[src/rtl/puf_challenge_sequencer.sv]
// Walks the set bits of a 16-bit challenge mask through an RO measurement engine
// (reset, measure window, sample) and collects one response bit per challenge.
// Optional: define PUF_SEQ_MAJORITY_EN for a 3-pass majority vote per challenge.
module puf_challenge_sequencer #(
  parameter int unsigned WINDOW     = 20000000,
  parameter int unsigned RST_CYCLES = 4
) (
  input  logic        clk,
  input  logic        rst,
  input  logic        start,
  input  logic        abort,
  input  logic [15:0] chal_mask,
  output logic        busy,
  output logic        done,
  output logic [15:0] response,
  output logic        meas_rst,
  output logic        meas_valid,
  output logic [3:0]  meas_challenge,
  input  logic        meas_bit
);

  typedef enum logic [2:0] {IDLE, RESET_ENG, MEASURE, SAMPLE, DONE} state_t;

  localparam logic [31:0] RST_LAST = 32'(RST_CYCLES - 1);
  localparam logic [31:0] WIN_LAST = 32'(WINDOW - 1);

  state_t      state, state_nxt;
  logic [31:0] cnt;
  logic [15:0] pend;
  logic [3:0]  chal;
  logic        accept;
  logic [15:0] pend_left;
  logic        last_pass;
  logic        res_bit;

  function automatic logic [3:0] lowest(input logic [15:0] m);
    logic [3:0] idx;
    idx = 4'd0;
    for (int i = 15; i >= 0; i--)
      if (m[i]) idx = 4'(i);
    return idx;
  endfunction

  assign accept         = (state == IDLE) && start && !abort;
  assign pend_left      = pend & ~(16'd1 << chal);
  assign meas_challenge = chal;

`ifdef PUF_SEQ_MAJORITY_EN
  logic [1:0] pass;
  logic [1:0] smp;
  assign last_pass = (pass == 2'd2);
  assign res_bit   = (smp[0] & smp[1]) | (smp[0] & meas_bit) | (smp[1] & meas_bit);
`else
  assign last_pass = 1'b1;
  assign res_bit   = meas_bit;
`endif

  always_ff @(posedge clk) begin
    if (!rst) state <= IDLE;
    else      state <= state_nxt;
  end

  always_comb begin
    state_nxt  = state;
    busy       = 1'b0;
    done       = 1'b0;
    meas_rst   = 1'b1;
    meas_valid = 1'b0;
    case (state)
      IDLE:      if (accept) state_nxt = (chal_mask == 16'd0) ? DONE : RESET_ENG;
      RESET_ENG: begin
        busy = 1'b1;
        if (cnt == RST_LAST) state_nxt = MEASURE;
      end
      MEASURE: begin
        busy       = 1'b1;
        meas_rst   = 1'b0;
        meas_valid = 1'b1;
        if (cnt == WIN_LAST) state_nxt = SAMPLE;
      end
      SAMPLE: begin
        busy       = 1'b1;
        meas_rst   = 1'b0;
        meas_valid = 1'b1;
        state_nxt  = (!last_pass || pend_left != 16'd0) ? RESET_ENG : DONE;
      end
      DONE: begin
        done      = 1'b1;
        state_nxt = IDLE;
      end
      default:   state_nxt = IDLE;
    endcase
    // abort wins over every transition, including a pending SAMPLE write
    if (state != IDLE && abort) state_nxt = IDLE;
  end

  always_ff @(posedge clk) begin
    if (!rst) begin
      cnt      <= 32'd0;
      pend     <= 16'd0;
      chal     <= 4'd0;
      response <= 16'd0;
`ifdef PUF_SEQ_MAJORITY_EN
      pass     <= 2'd0;
      smp      <= 2'd0;
`endif
    end else begin
      if (state_nxt == state && (state == RESET_ENG || state == MEASURE))
        cnt <= cnt + 32'd1;
      else
        cnt <= 32'd0;

      if (accept) begin
        pend     <= chal_mask;
        chal     <= lowest(chal_mask);
        response <= 16'd0;
`ifdef PUF_SEQ_MAJORITY_EN
        pass     <= 2'd0;
`endif
      end

      if (state == SAMPLE && !abort) begin
        if (last_pass) begin
          response[chal] <= res_bit;
          pend           <= pend_left;
          if (pend_left != 16'd0) chal <= lowest(pend_left);
`ifdef PUF_SEQ_MAJORITY_EN
          pass           <= 2'd0;
        end else begin
          smp[pass[0]]   <= meas_bit;
          pass           <= pass + 2'd1;
`endif
        end
      end
    end
  end

endmodule

[config.mk]
export PLATFORM = sky130hd
export DESIGN_NAME = puf_challenge_sequencer
export DESIGN_NICKNAME = d
export VERILOG_FILES = /design/src/rtl/puf_challenge_sequencer.sv
export SDC_FILE = /design/constraint.sdc
export NUM_CORES = 1
export LEC_CHECK = 0
export BUFFER_PORTS_ARGS = -buffer_cell sky130_fd_sc_hd__buf_2
export CORE_ASPECT_RATIO = 0.9
export CORE_MARGIN = 2
export CORE_UTILIZATION = 45
export CTS_CLUSTER_SIZE = 12
export DETAILED_ROUTE_END_ITERATION = 6
export PLACE_DENSITY_LB_ADDON = 0.25
export SLEW_MARGIN = 20
export SYNTH_ARGS = -nofsm -noshare
export SYNTH_HDL_FRONTEND = slang
export SYNTH_SLANG_ARGS = --single-unit
[constraint.sdc]
create_clock -name clk -period 2.9 [get_ports clk]
set_input_delay 0.145 -clock clk [delete_from_list [all_inputs] [get_ports clk]]
set_output_delay 0.145 -clock clk [all_outputs]
set_load 0.02 [all_outputs]
==> flow_summary.ini, run 1 <==
[sta]
max_freq_mhz = 393
setup_viol_count_final = 0
clock_skew_ns = 0.00783
rsz0062_at_grt = false
slew_headroom_pct = 36.6
hold_viol_final = 0
fin_setup_tns_ns = 0
fin_crit_sh_pct = 87.8
worstMarginPinSlew_ns = 0.950
slew_viol_final = 0
period_minus_slack_ns = 2.55

[finish]
drive_gt1_share_pct = 21.2
fin_util_pct = 52.2
area_delta_synth_final_pct = 11.9
fin_area_mm2 = 0.00451
final_common_cell = dfxtp_1
nets = 569
layout_common_cells = dfxtp_1, nor2_1, nand2_1, nand3_1, buf_2

[detailed_routing]
wl_met2_um = 4530
vias = 3913
drc = 0
avgViaCountPerCell = 5.82
route.met3.wl_um = 771
top_layer = met4
wl_met1_um = 5220
ant_nets = 0
first_pass_iters = 5
first_iter_violations = 299
post_drt_wl_per_cell_um = 15.8
wirelength_um = 10600

[critical_path]
critical_path.top_delay_family = simple AND/OR/NAND/NOR gates
critical_path_class = flop to flop
path_cells = or4bb_1 -> a21oi_1 -> o22ai_2 -> nor4_4 -> o221a_2 -> nor3_2
crit_buf_inv = 0
critPathSlowestCell = dfxtp_1
crit_path_end_kind = flop
critical_path_required_ns = 3.09
crit_path_max_fanout = 18
cpPeakStageDelay_ns = 0.73
critPathLaunchType = flop
rr_worst_depth = 6
path_depth = 6
cp.arrival_ns = 2.74

[grt]
track_usage_pct = 22.4
grt_pass1_vias = 3472
antenna_found_initial = 1
gr-total-overflow = 0
grt_pass1_wl_um = 17500
grt_max_degree = 36

[run_status]
outcome = finished clean

[run]
maxCapViolations = 0

[synthesis]
synth_nets = 536
synth-seq-cells = 71
ys.flop_type = dfxtp_1
avgSynthCellArea_um2 = 7.85
seq_area_frac_synth_pct = 35.2
yosysUniqueCellTypes = 69
netlist_instances = 514
ys_async_sr_fraction_pct = 0
synth_edf_count = 0
synth_area_mm2 = 0.00403
yosys_warnings = 0

[clock_tree]
clock-sinks = 71
cts_resized = 0
cts-root-buf = clkbuf_8
clock_latency_ns = 0.34
clk_pin_slew_ns = 0.08
clockBufferDepth = 2
cts_buffers = 9
htreeDepth = 3
ctsHoldBuffers = 0
cts_tree = done
postCtsSetupRepairBufs = 0

[floorplanning]
core_area_mm2 = 0.00865
die_w_um = 104
dieHeight_um = 93.8
num_rows = 32
ioPinCount = 45
initial_utilization_pct = 46.6
dieArea_mm2 = 0.00974

[power_and_ir_drop]
ir_drop_mv = 0.252
pwr_density_cell_mw_per_mm2 = 456
leakage_uw = 0.00151

[place]
gp_congestion = 0.997
detailed_place_hpwl_um = 7680
place_area_mm2 = 0.00430
port_buffers = 44

[min_path]
min_path_cells = 2
min_path_type = input pin to flop
## flip-flops by register name (all words and copies together) (netlist names)
name	count
cnt	32
pend	16
response	16
meas_challenge	4
state	3
## cell usage after synthesis (all sizes together), types with 7 or more instances
cell	number	share of area, %
a21oi	34	4.3
a221oi	8	1.7
buf	11	2.1
clkbuf	18	1.7
dfxtp	71	35
inv	13	1.2
nand2	50	4.7
nand3	45	5.7
nand4	10	1.6
nor2	89	10
nor2b	7	1.1
nor3	14	1.9
nor4	12	2.4
o21ai	15	1.9
o22ai	8	1.4
xnor2	14	3.0
xor2	16	3.5
## routing by layer
layer	vias up	track usage, %
met5	-	0
met4	0	7.55
met3	8	4.99
met2	153	31.9
met1	1840	33.1
li1	1912	-
## worst paths after layout
check | from | to | slack [ns]
max | meas_challenge[0] | meas_challenge[0] | 0.35
min | abort | state[1] | 0.05
max reg2reg | meas_challenge[0] | meas_challenge[0] | 0.35
min reg2reg | response[15] | response[15] | 0.47
## power by group
part	switching [µW]	leakage (µW)	internal (µW)	total (µW)
clock network	379	0.000105	443	822
registers	29.9	0.000574	991	1020
logic	133	0.000835	82.0	215
## layout make-up
class / instances / area [µm²]
inverters: 13 / 48.8
diodes: 1 / 2.50
well taps: 119 / 149
multi-input cells: 401 / 2410
flip-flops and latches: 71 / 1420
repair buffers: 51 / 273
clock buffers: 11 / 151
clock inverters: 5 / 56.3
fillers: 882 / 4140
## kinds of logic (layout without fill, tap and decap cells)
group | after synthesis | after routing | synth area share [%]
other cells | 0 | 1 | 0
compound gates | 100 | 100 | 16.6
flops | 71 | 71 | 35.2
buf+inv | 42 | 80 | 4.99
fa+ha+maj | 1 | 1 | 0.310
mux | 1 | 1 | 0.279
xor+xnor | 30 | 30 | 6.51
simple gates | 269 | 269 | 36.1
## per-stage QoR
stage          cells  total power [µW]  hold WS (ns)  setup slack (ns)
3_5_place_dp     655              1250         0.397             0.427
5_1_grt          671              2150        0.0334             0.127
4_1_cts          671              2070        0.0272             0.398
6_report         672              2060        0.0458             0.352
2_1_floorplan    514              1190         0.224             0.776
3_3_place_gp     655              1250         0.394             0.496
Power figures use the tool's default switching activity.
==> run 2, diff against run 1 <==
Settings changed: CELL_PAD_IN_SITES_DETAIL_PLACEMENT set to 0, CELL_PAD_IN_SITES_GLOBAL_PLACEMENT set to 1.
==> run 2 against run 1 <==
Sequential share of layout area barely moved. Highest routed layer unchanged. Sequential cell count did not move. Hold slack improved by 0.0055 ns. Non-clock buffer count rose by 1. Register-to-register slack got worse by 0.04 ns. Maximum frequency fell by 1.5%. Critical path type unchanged.
==> flow_summary.ini, run 2 (same netlist as run 1, synthesis figures left out) <==
[finish]
largest_reg_flops = 32
layout_common_cells = dfxtp_1, nor2_1, nand2_1, nand3_1, buf_2
nets = 570
area_delta_synth_final_pct = 11.8
regMostFlops = cnt
top_regs = cnt: 32 flops, pend: 16 flops, response: 16 flops
antennaDiodeCount = 0
fin_util_pct = 52.1
drive_gt1_share_pct = 21.2
fillers = 887
final_common_cell = dfxtp_1

[sta]
fin_crit_sh_pct = 89.2
period_minus_slack_ns = 2.59
hold_slack_ns = 0.0513
worstMarginPinSlew_ns = 0.992
hold_viol_final = 0
fin_setup_tns_ns = 0
slew_viol_final = 0
fin_ws_ns = 0.314
clock_skew_ns = 0.0135
max_freq_mhz = 387
rsz0062_at_grt = false
setup_viol_count_final = 0
slew_headroom_pct = 33.8

[clock_tree]
clock-sinks = 71
cts_buffers = 9
htreeDepth = 3
ctsHoldBuffers = 0
postCtsSetupRepairBufs = 0
clock_latency_ns = 0.35
cts-root-buf = clkbuf_8
clk_pin_slew_ns = 0.08
cts_tree = done
clockBufferDepth = 2
cts_resized = 0

[critical_path]
ff2ff_setup_slack_ns = 0.31
crit_path_end_kind = flop
r2r_end = meas_challenge[0]
r2r_start = meas_challenge[1]
path_cells = nand2b_1 -> nor3_1 -> o22ai_1 -> nor4_4 -> o221a_2 -> nor3_2
crit_path_max_fanout = 21
critPathLaunchType = flop
critical_path_class = flop to flop
critPathSlowestCell = dfxtp_1
rr_worst_depth = 6
cp.arrival_ns = 2.78
cpPeakStageDelay_ns = 0.75
critical_path_required_ns = 3.09

[detailed_routing]
drc = 0
first_iter_violations = 215
first_pass_iters = 5
wl_met1_um = 4980
wl_met2_um = 4790
wirelength_um = 10500
ant_nets = 0
top_layer = met4
post_drt_wl_per_cell_um = 15.7
vias = 3833
avgViaCountPerCell = 5.70
route.met3.wl_um = 573

[floorplanning]
dieArea_mm2 = 0.00974
dieHeight_um = 93.8
die_w_um = 104
core_area_mm2 = 0.00865
ioPinCount = 45
initial_utilization_pct = 46.6
num_rows = 32

[place]
detailed_place_hpwl_um = 7800
dp_slack_ns = 0.385
gp_congestion = 0.898
port_buffers = 44

[min_path]
min_path_cells = 2
whs_endpoint = state[1]
min_from = abort
min_path_type = input pin to flop

[power_and_ir_drop]
pwr_density_cell_mw_per_mm2 = 451
leakage_uw = 0.00150
ir_drop_mv = 0.224

[grt]
grt_pass1_vias = 3607
gr-total-overflow = 0
grt_pass1_wl_um = 17900
grt_max_degree = 31
track_usage_pct = 22.6
antenna_found_initial = 0

[run_status]
outcome = finished clean

[run]
maxCapViolations = 0
==> run 2: cell count changes in the layout (fill, tap and decap cells not counted), sizes merged <==
cell,previous run,this run
clkbuf,11,10
inv,13,14
clkinvlp,1,3
buf,51,52
clkinv,3,1
diode,1,0
==> run 2: worst max-delay path, delay by kind of cell, from the launching register on <==
kind               cells  cell delay [ns]
DFF                    1             0.75
and+or+nand+nor        4             1.21
AOI/OAI and AO/OA      2             0.47
==> run 2: metrics by stage <==
| step | std cells | total power, µW | cell area (µm²) |
|---|---|---|---|
| floorplan | 514 | 1190 | 4030 |
| global placement | 656 | 1250 | 4310 |
| detailed placement | 656 | 1250 | 4310 |
| CTS | 672 | 2060 | 4510 |
| global route | 672 | 2120 | 4510 |
| finish | 672 | 2030 | 4510 |
==> run 2: routing by layer <==
layer | up-vias | global-route usage, %
met5 | - | 0
met4 | 0 | 7.09
met3 | 14 | 3.74
met2 | 100 | 37.0
met1 | 1807 | 30.5
li1 | 1912 | -
==> run 2: area by class of cell <==
class / count / area, µm² / area share, %
multi-input combinational: 401 / 2410 / 53.5
tap: 119 / 149 / 3.30
timing repair buffer: 52 / 280 / 6.22
clock inverter: 6 / 70.1 / 1.55
inverter: 13 / 48.8 / 1.08
sequential: 71 / 1420 / 31.5
clock buffer: 10 / 128 / 2.83
==> run 2: worst max-delay path by stage <==
stage	from	end	slack, ns
after detailed placement	meas_challenge[1]	meas_challenge[0]	0.39
after global placement	meas_challenge[0]	meas_challenge[0]	0.49
after global routing	meas_challenge[1]	meas_challenge[0]	0.15
after CTS	meas_challenge[1]	meas_challenge[0]	0.37
final	meas_challenge[1]	meas_challenge[0]	0.31
after floorplan	meas_challenge[0]	meas_challenge[0]	0.78
==> run 2: where the power goes <==
| group | leakage (µW) | internal, µW | switching [µW] |
|---|---|---|---|
| clock | 0.0000891 | 402 | 396 |
| sequential | 0.000574 | 991 | 30.1 |
| combinational | 0.000839 | 83.0 | 131 |
| total | 0.00150 | 1480 | 557 |
